### config.mk
export PLATFORM = sky130hd
export DESIGN_NAME = serial_adder_flat
export DESIGN_NICKNAME = d
export VERILOG_FILES = /design/src/rtl/serial_adder_pkg.sv /design/src/rtl/serial_adder_if.sv /design/src/rtl/serial_adder_adder_digit.sv /design/src/rtl/serial_adder.sv /design/src/flat_wrapper.sv
export SDC_FILE = /design/constraint.sdc
export NUM_CORES = 1
export LEC_CHECK = 0
export BUFFER_PORTS_ARGS = -buffer_cell sky130_fd_sc_hd__clkbuf_2
export CAP_MARGIN = 15
export CORE_ASPECT_RATIO = 0.7
export CORE_MARGIN = 5
export CORE_UTILIZATION = 35
export DETAILED_ROUTE_END_ITERATION = 12
export HOLD_SLACK_MARGIN = 0.12
export SYNTH_ARGS = -nofsm -noshare
export SYNTH_HDL_FRONTEND = slang
export SYNTH_HIERARCHICAL = 1
export SYNTH_SLANG_ARGS = --single-unit
### constraint.sdc
create_clock -name clk -period 1.52 [get_ports clk]
set_input_delay 0 -clock clk [delete_from_list [all_inputs] [get_ports clk]]
set_output_delay 0 -clock clk [all_outputs]
set_load 0.02 [all_outputs]
### src/rtl/serial_adder_pkg.sv
// Shared types and elaboration helpers for the digit-serial adder.
// Optional signed-overflow output is enabled by defining SERIAL_ADDER_OVF_EN.
package serial_adder_pkg;

  typedef enum logic [1:0] {
    IDLE = 2'd0,
    RUN  = 2'd1,
    DONE = 2'd2
  } state_t;

  // Number of digit steps per operation.
  function automatic int calc_n(input int width, input int digit);
    return width / digit;
  endfunction

  // Counter must reach N without wrapping, hence N+1 codes.
  function automatic int calc_cnt_w(input int width, input int digit);
    return $clog2((width / digit) + 1);
  endfunction

  function automatic bit digit_divides(input int width, input int digit);
    return (digit > 0) && ((width % digit) == 0);
  endfunction

endpackage

### src/rtl/serial_adder_if.sv
// Operand/result handshake bundle for serial_adder.
// The ovf signal exists only when SERIAL_ADDER_OVF_EN is defined.
interface serial_adder_if #(
  parameter int WIDTH = 8
);
  // valid/ready: a transfer happens on a rising edge where valid and ready are
  // both high; a producer holds valid and its data until that edge.
  logic             in_valid;
  logic             in_ready;
  logic [WIDTH-1:0] a;
  logic [WIDTH-1:0] b;
  logic             cin;
  logic             out_valid;
  logic             out_ready;
  logic [WIDTH-1:0] sum;
  logic             cout;
  logic             busy;
`ifdef SERIAL_ADDER_OVF_EN
  logic             ovf;

  modport master (
    output in_valid, a, b, cin, out_ready,
    input  in_ready, out_valid, sum, cout, busy, ovf
  );
  modport slave (
    input  in_valid, a, b, cin, out_ready,
    output in_ready, out_valid, sum, cout, busy, ovf
  );
`else
  modport master (
    output in_valid, a, b, cin, out_ready,
    input  in_ready, out_valid, sum, cout, busy
  );
  modport slave (
    input  in_valid, a, b, cin, out_ready,
    output in_ready, out_valid, sum, cout, busy
  );
`endif
endinterface

### src/rtl/serial_adder_adder_digit.sv
// Combinational DIGIT-bit ripple adder used as the single digit slice.
// o_c_msb (carry into the top bit) is present only with SERIAL_ADDER_OVF_EN.
module adder_digit #(
  parameter int DIGIT = 1
) (
  input  logic [DIGIT-1:0] i_a,
  input  logic [DIGIT-1:0] i_b,
  input  logic             i_ci,
  output logic [DIGIT-1:0] o_s,
  output logic             o_co
`ifdef SERIAL_ADDER_OVF_EN
  ,
  output logic             o_c_msb
`endif
);
  logic [DIGIT:0] w_c;

  assign w_c[0] = i_ci;

  for (genvar i = 0; i < DIGIT; i++) begin : g_bit
    assign o_s[i]   = i_a[i] ^ i_b[i] ^ w_c[i];
    assign w_c[i+1] = (i_a[i] & i_b[i]) | (w_c[i] & (i_a[i] ^ i_b[i]));
  end

  assign o_co = w_c[DIGIT];
`ifdef SERIAL_ADDER_OVF_EN
  assign o_c_msb = w_c[DIGIT-1];
`endif
endmodule

### src/rtl/serial_adder.sv
// Digit-serial adder: accepts A, B, cin, adds DIGIT bits per cycle, returns sum/cout.
// Define SERIAL_ADDER_OVF_EN to add the signed-overflow output ovf.
module serial_adder
  import serial_adder_pkg::*;
#(
  parameter int WIDTH = 8,
  parameter int DIGIT = 1
) (
  input  logic          clk,
  input  logic          rst_n,
  serial_adder_if.slave bus,
  output state_t        o_state
);
  localparam int N     = calc_n(WIDTH, DIGIT);
  localparam int CNT_W = calc_cnt_w(WIDTH, DIGIT);
  localparam logic [CNT_W-1:0] LAST = CNT_W'(N - 1);

  if ((WIDTH < 2) || !digit_divides(WIDTH, DIGIT)) begin : g_cfg_err
    $error("serial_adder: WIDTH must be >= 2 and a multiple of DIGIT");
  end

  state_t                 r_state;
  state_t                 w_state_nxt;
  logic [WIDTH-1:0]       r_a;
  logic [WIDTH-1:0]       r_b;
  logic [WIDTH-1:0]       r_sum;
  logic                   r_carry;
  logic [CNT_W-1:0]       r_cnt;
  logic [DIGIT-1:0]       w_s;
  logic                   w_co;
  logic [WIDTH+DIGIT-1:0] w_sum_cat;
  logic                   w_accept;
  logic                   w_last;
`ifdef SERIAL_ADDER_OVF_EN
  logic                   w_c_msb;
  logic                   r_ovf;
`endif

  assign w_accept  = (r_state == IDLE) && bus.in_valid;
  assign w_last    = (r_state == RUN) && (r_cnt == LAST);
  // New digit enters at the MSB end; after N steps digit 0 sits at the LSB.
  assign w_sum_cat = {w_s, r_sum} >> DIGIT;

  always_ff @(posedge clk) begin
    if (!rst_n) r_state <= IDLE;
    else        r_state <= w_state_nxt;
  end

  always_comb begin
    w_state_nxt = r_state;
    unique case (r_state)
      IDLE:    if (bus.in_valid)  w_state_nxt = RUN;
      RUN:     if (w_last)        w_state_nxt = DONE;
      DONE:    if (bus.out_ready) w_state_nxt = IDLE;
      default:                    w_state_nxt = IDLE;
    endcase
  end

  always_comb begin
    bus.in_ready  = 1'b0;
    bus.out_valid = 1'b0;
    bus.busy      = 1'b0;
    unique case (r_state)
      IDLE:    bus.in_ready  = 1'b1;
      RUN:     bus.busy      = 1'b1;
      DONE: begin
        bus.out_valid = 1'b1;
        bus.busy      = 1'b1;
      end
      default: bus.in_ready  = 1'b1;
    endcase
  end

  adder_digit #(
    .DIGIT (DIGIT)
  ) u_digit (
    .i_a     (r_a[DIGIT-1:0]),
    .i_b     (r_b[DIGIT-1:0]),
    .i_ci    (r_carry),
    .o_s     (w_s),
    .o_co    (w_co)
`ifdef SERIAL_ADDER_OVF_EN
    ,
    .o_c_msb (w_c_msb)
`endif
  );

  always_ff @(posedge clk) begin
    if (!rst_n) begin
      r_a     <= '0;
      r_b     <= '0;
      r_sum   <= '0;
      r_carry <= 1'b0;
      r_cnt   <= '0;
`ifdef SERIAL_ADDER_OVF_EN
      r_ovf   <= 1'b0;
`endif
    end else if (w_accept) begin
      r_a     <= bus.a;
      r_b     <= bus.b;
      r_carry <= bus.cin;
      r_cnt   <= '0;
    end else if (r_state == RUN) begin
      r_a     <= r_a >> DIGIT;
      r_b     <= r_b >> DIGIT;
      r_sum   <= w_sum_cat[WIDTH-1:0];
      r_carry <= w_co;
      r_cnt   <= r_cnt + CNT_W'(1);
`ifdef SERIAL_ADDER_OVF_EN
      if (w_last) r_ovf <= w_c_msb ^ w_co;
`endif
    end
  end

  assign bus.sum  = r_sum;
  assign bus.cout = r_carry;
`ifdef SERIAL_ADDER_OVF_EN
  assign bus.ovf  = r_ovf;
`endif
  assign o_state  = r_state;

endmodule
### src/flat_wrapper.sv
// flat-port wrapper written by rule: the top's interface ports become plain ports
module serial_adder_flat import serial_adder_pkg::*;
#(
  parameter int WIDTH = 8,
  parameter int DIGIT = 1
)
  (clk, rst_n, o_state, bus_in_valid, bus_a, bus_b, bus_cin, bus_out_ready, bus_in_ready, bus_out_valid, bus_sum, bus_cout, bus_busy);
  serial_adder_if #(.WIDTH(WIDTH)) bus_i ();
  input  logic clk;
  input  logic rst_n;
  output state_t o_state;
  input wire logic [$bits(bus_i.in_valid)-1:0] bus_in_valid;
  input wire logic [$bits(bus_i.a)-1:0] bus_a;
  input wire logic [$bits(bus_i.b)-1:0] bus_b;
  input wire logic [$bits(bus_i.cin)-1:0] bus_cin;
  input wire logic [$bits(bus_i.out_ready)-1:0] bus_out_ready;
  output wire logic [$bits(bus_i.in_ready)-1:0] bus_in_ready;
  output wire logic [$bits(bus_i.out_valid)-1:0] bus_out_valid;
  output wire logic [$bits(bus_i.sum)-1:0] bus_sum;
  output wire logic [$bits(bus_i.cout)-1:0] bus_cout;
  output wire logic [$bits(bus_i.busy)-1:0] bus_busy;
  assign bus_i.in_valid = bus_in_valid;
  assign bus_i.a = bus_a;
  assign bus_i.b = bus_b;
  assign bus_i.cin = bus_cin;
  assign bus_i.out_ready = bus_out_ready;
  assign bus_in_ready = bus_i.in_ready;
  assign bus_out_valid = bus_i.out_valid;
  assign bus_sum = bus_i.sum;
  assign bus_cout = bus_i.cout;
  assign bus_busy = bus_i.busy;
  serial_adder #(.WIDTH(WIDTH), .DIGIT(DIGIT)) u_core (.clk(clk), .rst_n(rst_n), .bus(bus_i), .o_state(o_state));
endmodule
==> impl_metrics.csv, run 1 <==
group,metric,value,unit
die,floorplan.initialDensity,36.3,%
pwr,clock_power_share,21.0,%
die,num_rows,19,
setup_path,startpoint_type,"flip-flop",
timing,hold_violations,0,
setup_path,critical_path.startpoint,"u_core/o_state[0]",
pwr,p_sw_share,34.5,%
setup_path,worstPathCellList,"inv_1, ha_2, a222oi_1, buf_4, mux2i_1",
detailed_routing,wl,2960,um
pwr,p_switching,1.03,mW
timing,fmax,698,MHz
timing,period_minus_slack,1.43,ns
die,pin_count,35,
setup_path,critPathKind,"flip-flop to flip-flop",
finish,utilization,49.5,%
clock_network,cts_buffer_depth,2,
pwr,p_seq_share,37.4,%
setup_path,crit_path_max_fanout,5,
setup_path,cp_slowest_cell,"dfxtp_4",
clock_network,clkTransAtPathRegs,0.06,ns
run,maxCapViolations,0,
synthesis,ys_ff_latch,31,
detailed_routing,wire_per_inst,12.1,um
clock_network,htreeDepth,2,
setup_path,worstReg2RegStart,"u_core/o_state[0]",
detailed_routing,drtIter0Drc,31,
synthesis,yosysSeqAreaShare,43.4,%
place,dp_slack,-0.0654,ns
global_route,grt_max_degree,34,
global_route,antenna_found_initial,0,
die,coreArea,3950,um^2
hold_path,hold_path_class,"input pin to flip-flop",
finish,antennaDiodeCount,0,
detailed_routing,via_per_inst,4.55,
pwr,pwr-share-comb,41.6,%
place,dp_cells,219,
die,die_area,5490,um^2
timing,finalWorstSetupSlack,0.0882,ns
detailed_routing,vias,1115,
finish,num-fill-cells,404,
clock_network,cts_tree,"yes",
setup_path,cp.arrival,1.62,ns
finish,fin_cells,245,
place,hpwl,2110,um
status,status,"finished, final reports clean",
timing,slew_headroom,63.7,%
die,die_h,63.5,um
finish,final_nets,221,
clock_network,clk_latency,0.27,ns
synthesis,syn_area,1430,um^2
setup_path,critical_path_required,1.71,ns
timing,rsz0062_at_grt,"false",
global_route,grt_usage,11.9,%
detailed_routing,post-route-drc-count,0,
timing,tightest_slew,0.544,ns
clock_network,cts.sinks,31,
synthesis,synthCells,140,
finish,drive_gt1_share,26.4,%
finish,multiInputGateArea,751,um^2
die,die_x,86.4,um
finish,register_area,626,um^2
global_route,grt_overflow,0,
global_route,grt_pass1_wl,5060,um
detailed_routing,firstDrtPassIters,4,
timing,setup_viol,0,
synthesis,syn_avg_cell_area,10.2,um^2
pwr,p_leak,0.967,nW
timing,fin_skew,0.00409,ns
setup_path,cp-end-kind,"flip-flop",
pwr,peakVddDrop,0.779,mV
clock_network,cts_buffers,5,
clock_network,cts-root-buf,"clkbuf_8",
timing,finalMaxSlewViolations,0,
setup_path,slowest_delay,0.37,ns
synthesis,synth_cell_types,20,
global_route,grt_pass1_vias,1107,
timing,timing.final.crit_share,94.2,%
hold_path,min_from,"bus_out_ready",
synthesis,yosysWarnings,6,
place,port_buffers,34,
finish,synthToLayoutAreaGrowth,36.5,%
place,routabilityCongestion,0.740,
synthesis,syn_nets,168,
timing,holdWs,0.243,ns
detailed_routing,drt.antenna.violating_nets,0,
pwr,p_per_area,1530,nW/um^2
pwr,internal-power,1.96,mW
## layer usage
metal	GRT usage [%]	part of all wire [%]
met5	0	0
met4	5.25	1.1
met3	4.17	7.6
met2	18.4	45
met1	14.7	47
## placed cells by master (no fill, tap or decap), drive strengths merged
cell	netlist	routed
clkbuf	6	40
inv	5	5
nand4	1	1
nand2	22	22
nor2b	8	8
mux2i	26	26
clkinv	0	1
a21boi	2	2
a222oi	1	1
nand3	2	2
nor2	4	4
buf	4	4
xnor2	1	1
o211a	15	15
dlygate4sd3	0	18
dfxtp	31	31
fa	1	1
ha	6	6
xor2	2	2
nand3b	3	3
## Yosys cell counts, drive strengths merged
cell    number  share of area, %
inv          5               1.3
xor2         2               1.2
dfxtp       31                43
mux2i       26                18
xnor2        1              0.61
nor2         4               1.0
a21boi       2               1.0
buf          4               1.7
nand2       22               5.8
nand4        1              0.44
clkbuf       6               1.7
nand3        2              0.70
nor2b        8               3.5
a222oi       1              0.70
nand3b       3               1.6
o211a       15                10
ha           6               5.2
fa           1               1.4
## path summary, 6_finish.rpt
| path | end | slack [ns] | depth (start not counted) |
|---|---|---|---|
| setup / recovery | u_core/o_state[0] | 0.09 | 5 |
| hold / removal | u_core/o_state[1] | 0.24 | 5 |
| setup reg to reg | u_core/o_state[0] | 0.09 | 5 |
| hold reg to reg | u_core/o_state[1] | 0.49 | 2 |
## worst max-delay path: cells and delay by family (launching register included)
kind | cells | cell delay [ns]
buf+inv | 2 | 0.26
fa+ha+maj | 1 | 0.20
compound gates | 1 | 0.34
mux | 1 | 0.19
flops | 1 | 0.37
## kinds of logic (layout without fill, tap and decap cells)
| group | count (synthesis) | count (layout) | synth area share [%] |
|---|---|---|---|
| AND/OR/NAND/NOR | 40 | 40 | 13.0 |
| multiplexers | 26 | 26 | 18.2 |
| AO/OA/AOI/OAI | 18 | 18 | 12.2 |
| adder cells (fa/ha/maj) | 7 | 7 | 6.64 |
| flip-flops | 31 | 31 | 43.4 |
| XOR/XNOR | 3 | 3 | 1.84 |
| buffers and inverters | 15 | 68 | 4.72 |
## power groups by stage
stage          registers (mW)  logic [mW]  clock network [mW]
3_3_place_gp             1.12        1.15                   0
6_report                 1.12        1.24               0.628
5_1_grt                  1.14        1.38               0.702
2_1_floorplan            1.14       0.853                   0
4_1_cts                  1.12        1.25               0.664
3_5_place_dp             1.13        1.19                   0
## cell type report
type	instances	share of cell area, %
Clock buffer	6	4.23
Tap cell	52	3.33
Inverter	5	0.961
Multi-Input combinational cell	94	38.4
Sequential cell	31	32.0
Clock inverter	1	0.256
Timing Repair Buffer	56	20.8
## sequential cells by signal (all words and copies together) (netlist names)
register         count
u_core/r_cnt         4
u_core/r_b           8
u_core/o_state       2
u_core/bus.sum       8
u_core/bus.cout      1
u_core/r_a           8
## repair_timing
item / CTS / global route
hold buffers: 18 / 0
resized for setup: 0 / 4
endpoints found under the hold margin: 17 / 0
setup endpoints to repair: 2 / 12
setup buffers: 1 / 0
pin swaps: 1 / 1
## per-stage QoR
stage / instance area [um^2] / power, mW / TNS [ns]
after floorplan: 1440 / 2.00 / 0
after global placement: 1670 / 2.27 / 0
after detailed placement: 1670 / 2.32 / -0.0859
after CTS: 1950 / 3.03 / 0
after global routing: 1950 / 3.22 / 0
final: 1950 / 2.99 / 0
Note: power is estimated with default switching activity, not from simulation.
==> run 2: changes to the inputs <==
--- a/config.mk
+++ b/config.mk
@@ -12,6 +12,7 @@
 export CORE_UTILIZATION = 35
 export DETAILED_ROUTE_END_ITERATION = 12
 export HOLD_SLACK_MARGIN = 0.12
+export SETUP_SLACK_MARGIN = 0.2
 export SYNTH_ARGS = -nofsm -noshare
 export SYNTH_HDL_FRONTEND = slang
 export SYNTH_HIERARCHICAL = 1
==> impl_metrics.csv, run 2 (same netlist as run 1, synthesis figures left out) <==
group,metric,value,unit
place,dpl_cell_area,1690,um^2
hold_path,min_from,"bus_out_ready",
timing,finalMaxSlewViolations,0,
global_route,grt_overflow,0,
die,floorplan.initialDensity,36.3,%
finish,utilization,54.0,%
clock_network,cts-root-buf,"clkbuf_8",
finish,fin_area,2130,um^2
setup_path,cp_top_family,"flip-flops",
detailed_routing,firstDrtPassIters,4,
detailed_routing,wl,3580,um
finish,synthToLayoutAreaGrowth,49.0,%
detailed_routing,wire_per_inst,14.0,um
timing,slew_headroom,65.3,%
finish,fin_cells,255,
pwr,p_per_area,1650,nW/um^2
setup_path,r2r_end,"u_core/o_state[0]",
detailed_routing,drtIter0Drc,47,
global_route,grt_usage,12.8,%
die,num_rows,19,
status,status,"finished, final reports clean",
detailed_routing,post-route-drc-count,0,
clock_network,cts_buffer_depth,2,
setup_path,critPathKind,"flip-flop to flip-flop",
timing,period_minus_slack,1.48,ns
setup_path,worstReg2RegStart,"u_core/o_state[0]",
clock_network,clkTransAtPathRegs,0.07,ns
setup_path,slowest_delay,0.36,ns
finish,mostFrequentLayoutCells,"clkbuf_2 (34), dfxtp_1 (29), mux2i_1 (26)",
timing,tightest_slew,0.521,ns
hold_path,hold_end,"u_core/o_state[1]",
clock_network,cts_buffers,5,
setup_path,critical_path_required,1.73,ns
setup_path,ff2ff_setup_slack,0.04,ns
detailed_routing,vias,1215,
global_route,grt_max_degree,31,
die,die_x,86.4,um
setup_path,startpoint_type,"flip-flop",
setup_path,cp_slowest_cell,"dfxtp_4",
setup_path,cp-end-kind,"flip-flop",
place,dp_cells,220,
clock_network,cts.sinks,31,
pwr,peakVddDrop,0.735,mV
place,hpwl,2080,um
place,port_buffers,34,
finish,mostFrequentLayoutCell,"clkbuf_2",
setup_path,cp.arrival,1.69,ns
finish,final_nets,230,
setup_path,ff2ff_path_depth,6,
timing,timing.final.crit_share,97.4,%
global_route,antenna_found_initial,0,
clock_network,cts_tree,"yes",
die,die_h,63.5,um
run,maxCapViolations,0,
detailed_routing,drt.antenna.violating_nets,0,
clock_network,htreeDepth,2,
timing,hold_violations,0,
global_route,grt_pass1_wl,5460,um
hold_path,hold_depth,5,
finish,drive_gt1_share,31.0,%
finish,antennaDiodeCount,0,
hold_path,hold_path_class,"input pin to flip-flop",
pwr,p_leak,1.06,nW
pwr,power.total,3.52,mW
place,dp_slack,-0.0131,ns
clock_network,clk_latency,0.28,ns
setup_path,worstPathCellList,"buf_6, inv_6, ha_4, a222oi_1, buf_4, mux2i_1",
timing,rsz0062_at_grt,"true",
setup_path,path_buf_inv,3,
die,die_area,5490,um^2
timing,finalWorstSetupSlack,0.0403,ns
global_route,grt_pass1_vias,1213,
timing,setup_viol,0,
die,pin_count,35,
die,coreArea,3950,um^2
setup_path,crit_path_max_fanout,3,
place,routabilityCongestion,0.781,
detailed_routing,via_per_inst,4.76,
timing,fin_skew,0.00732,ns
timing,fmax,676,MHz
run 2: area by class of cell:
cell class              count  area (um^2)
fillers                   355         1810
multi-input cells          94          783
flip-flops and latches     31          628
repair buffers             65          512
clock buffers               6         82.6
well taps                  52         65.1
clock inverters             2         35.0
inverters                   5         26.3
run 2: through the flow:
stage	TNS, ns	hold WS [ns]
after CTS	0	0.207
after global routing	0	0.268
after detailed placement	-0.0200	0.247
after floorplan	0	0.156
final	0	0.257
after global placement	0	0.240
run 2: routing by layer:
metal	vias up	GRT usage (%)	routed length, um
li1	607	-	-
met4	0	5.64	45
met3	5	4.43	195
met2	33	21.7	1870
met5	-	0	0
met1	570	14.5	1470
run 2: tightest hold or removal path, stage by stage:
cell and delay [ns]:
clkbuf_2 0.08, inv_1 0.05, a222oi_1 0.10, buf_4 0.16, mux2i_1 0.11
run 2: worst max path at each step:
stage / from / to / slack, ns / cells after the start
global route: u_core/o_state[0] / u_core/o_state[0] / 0.002 / 6
detailed placement: u_core/o_state[1] / u_core/bus.cout / -0.01 / 5
finish: u_core/o_state[0] / u_core/o_state[0] / 0.04 / 6
CTS: u_core/o_state[0] / u_core/o_state[0] / 0.08 / 6
floorplan: u_core/o_state[1] / u_core/o_state[0] / 0.13 / 5
global placement: u_core/o_state[1] / u_core/o_state[1] / 0.02 / 5
run 2: power by group:
group / total [mW] / switching [mW] / internal (mW)
Clock: 0.831 / 0.301 / 0.530
Sequential: 1.12 / 0.123 / 0.998
Combinational: 1.57 / 0.742 / 0.826
Total: 3.52 / 1.17 / 2.35
run 2: what timing repair did:
item	in CTS	in global routing
pin swaps	2	6
cloned	1	0
setup buffers	3	5
endpoints found under the setup margin	33	31
hold buffers	18	0
gates resized for setup	5	3
hold endpoints to repair	17	0
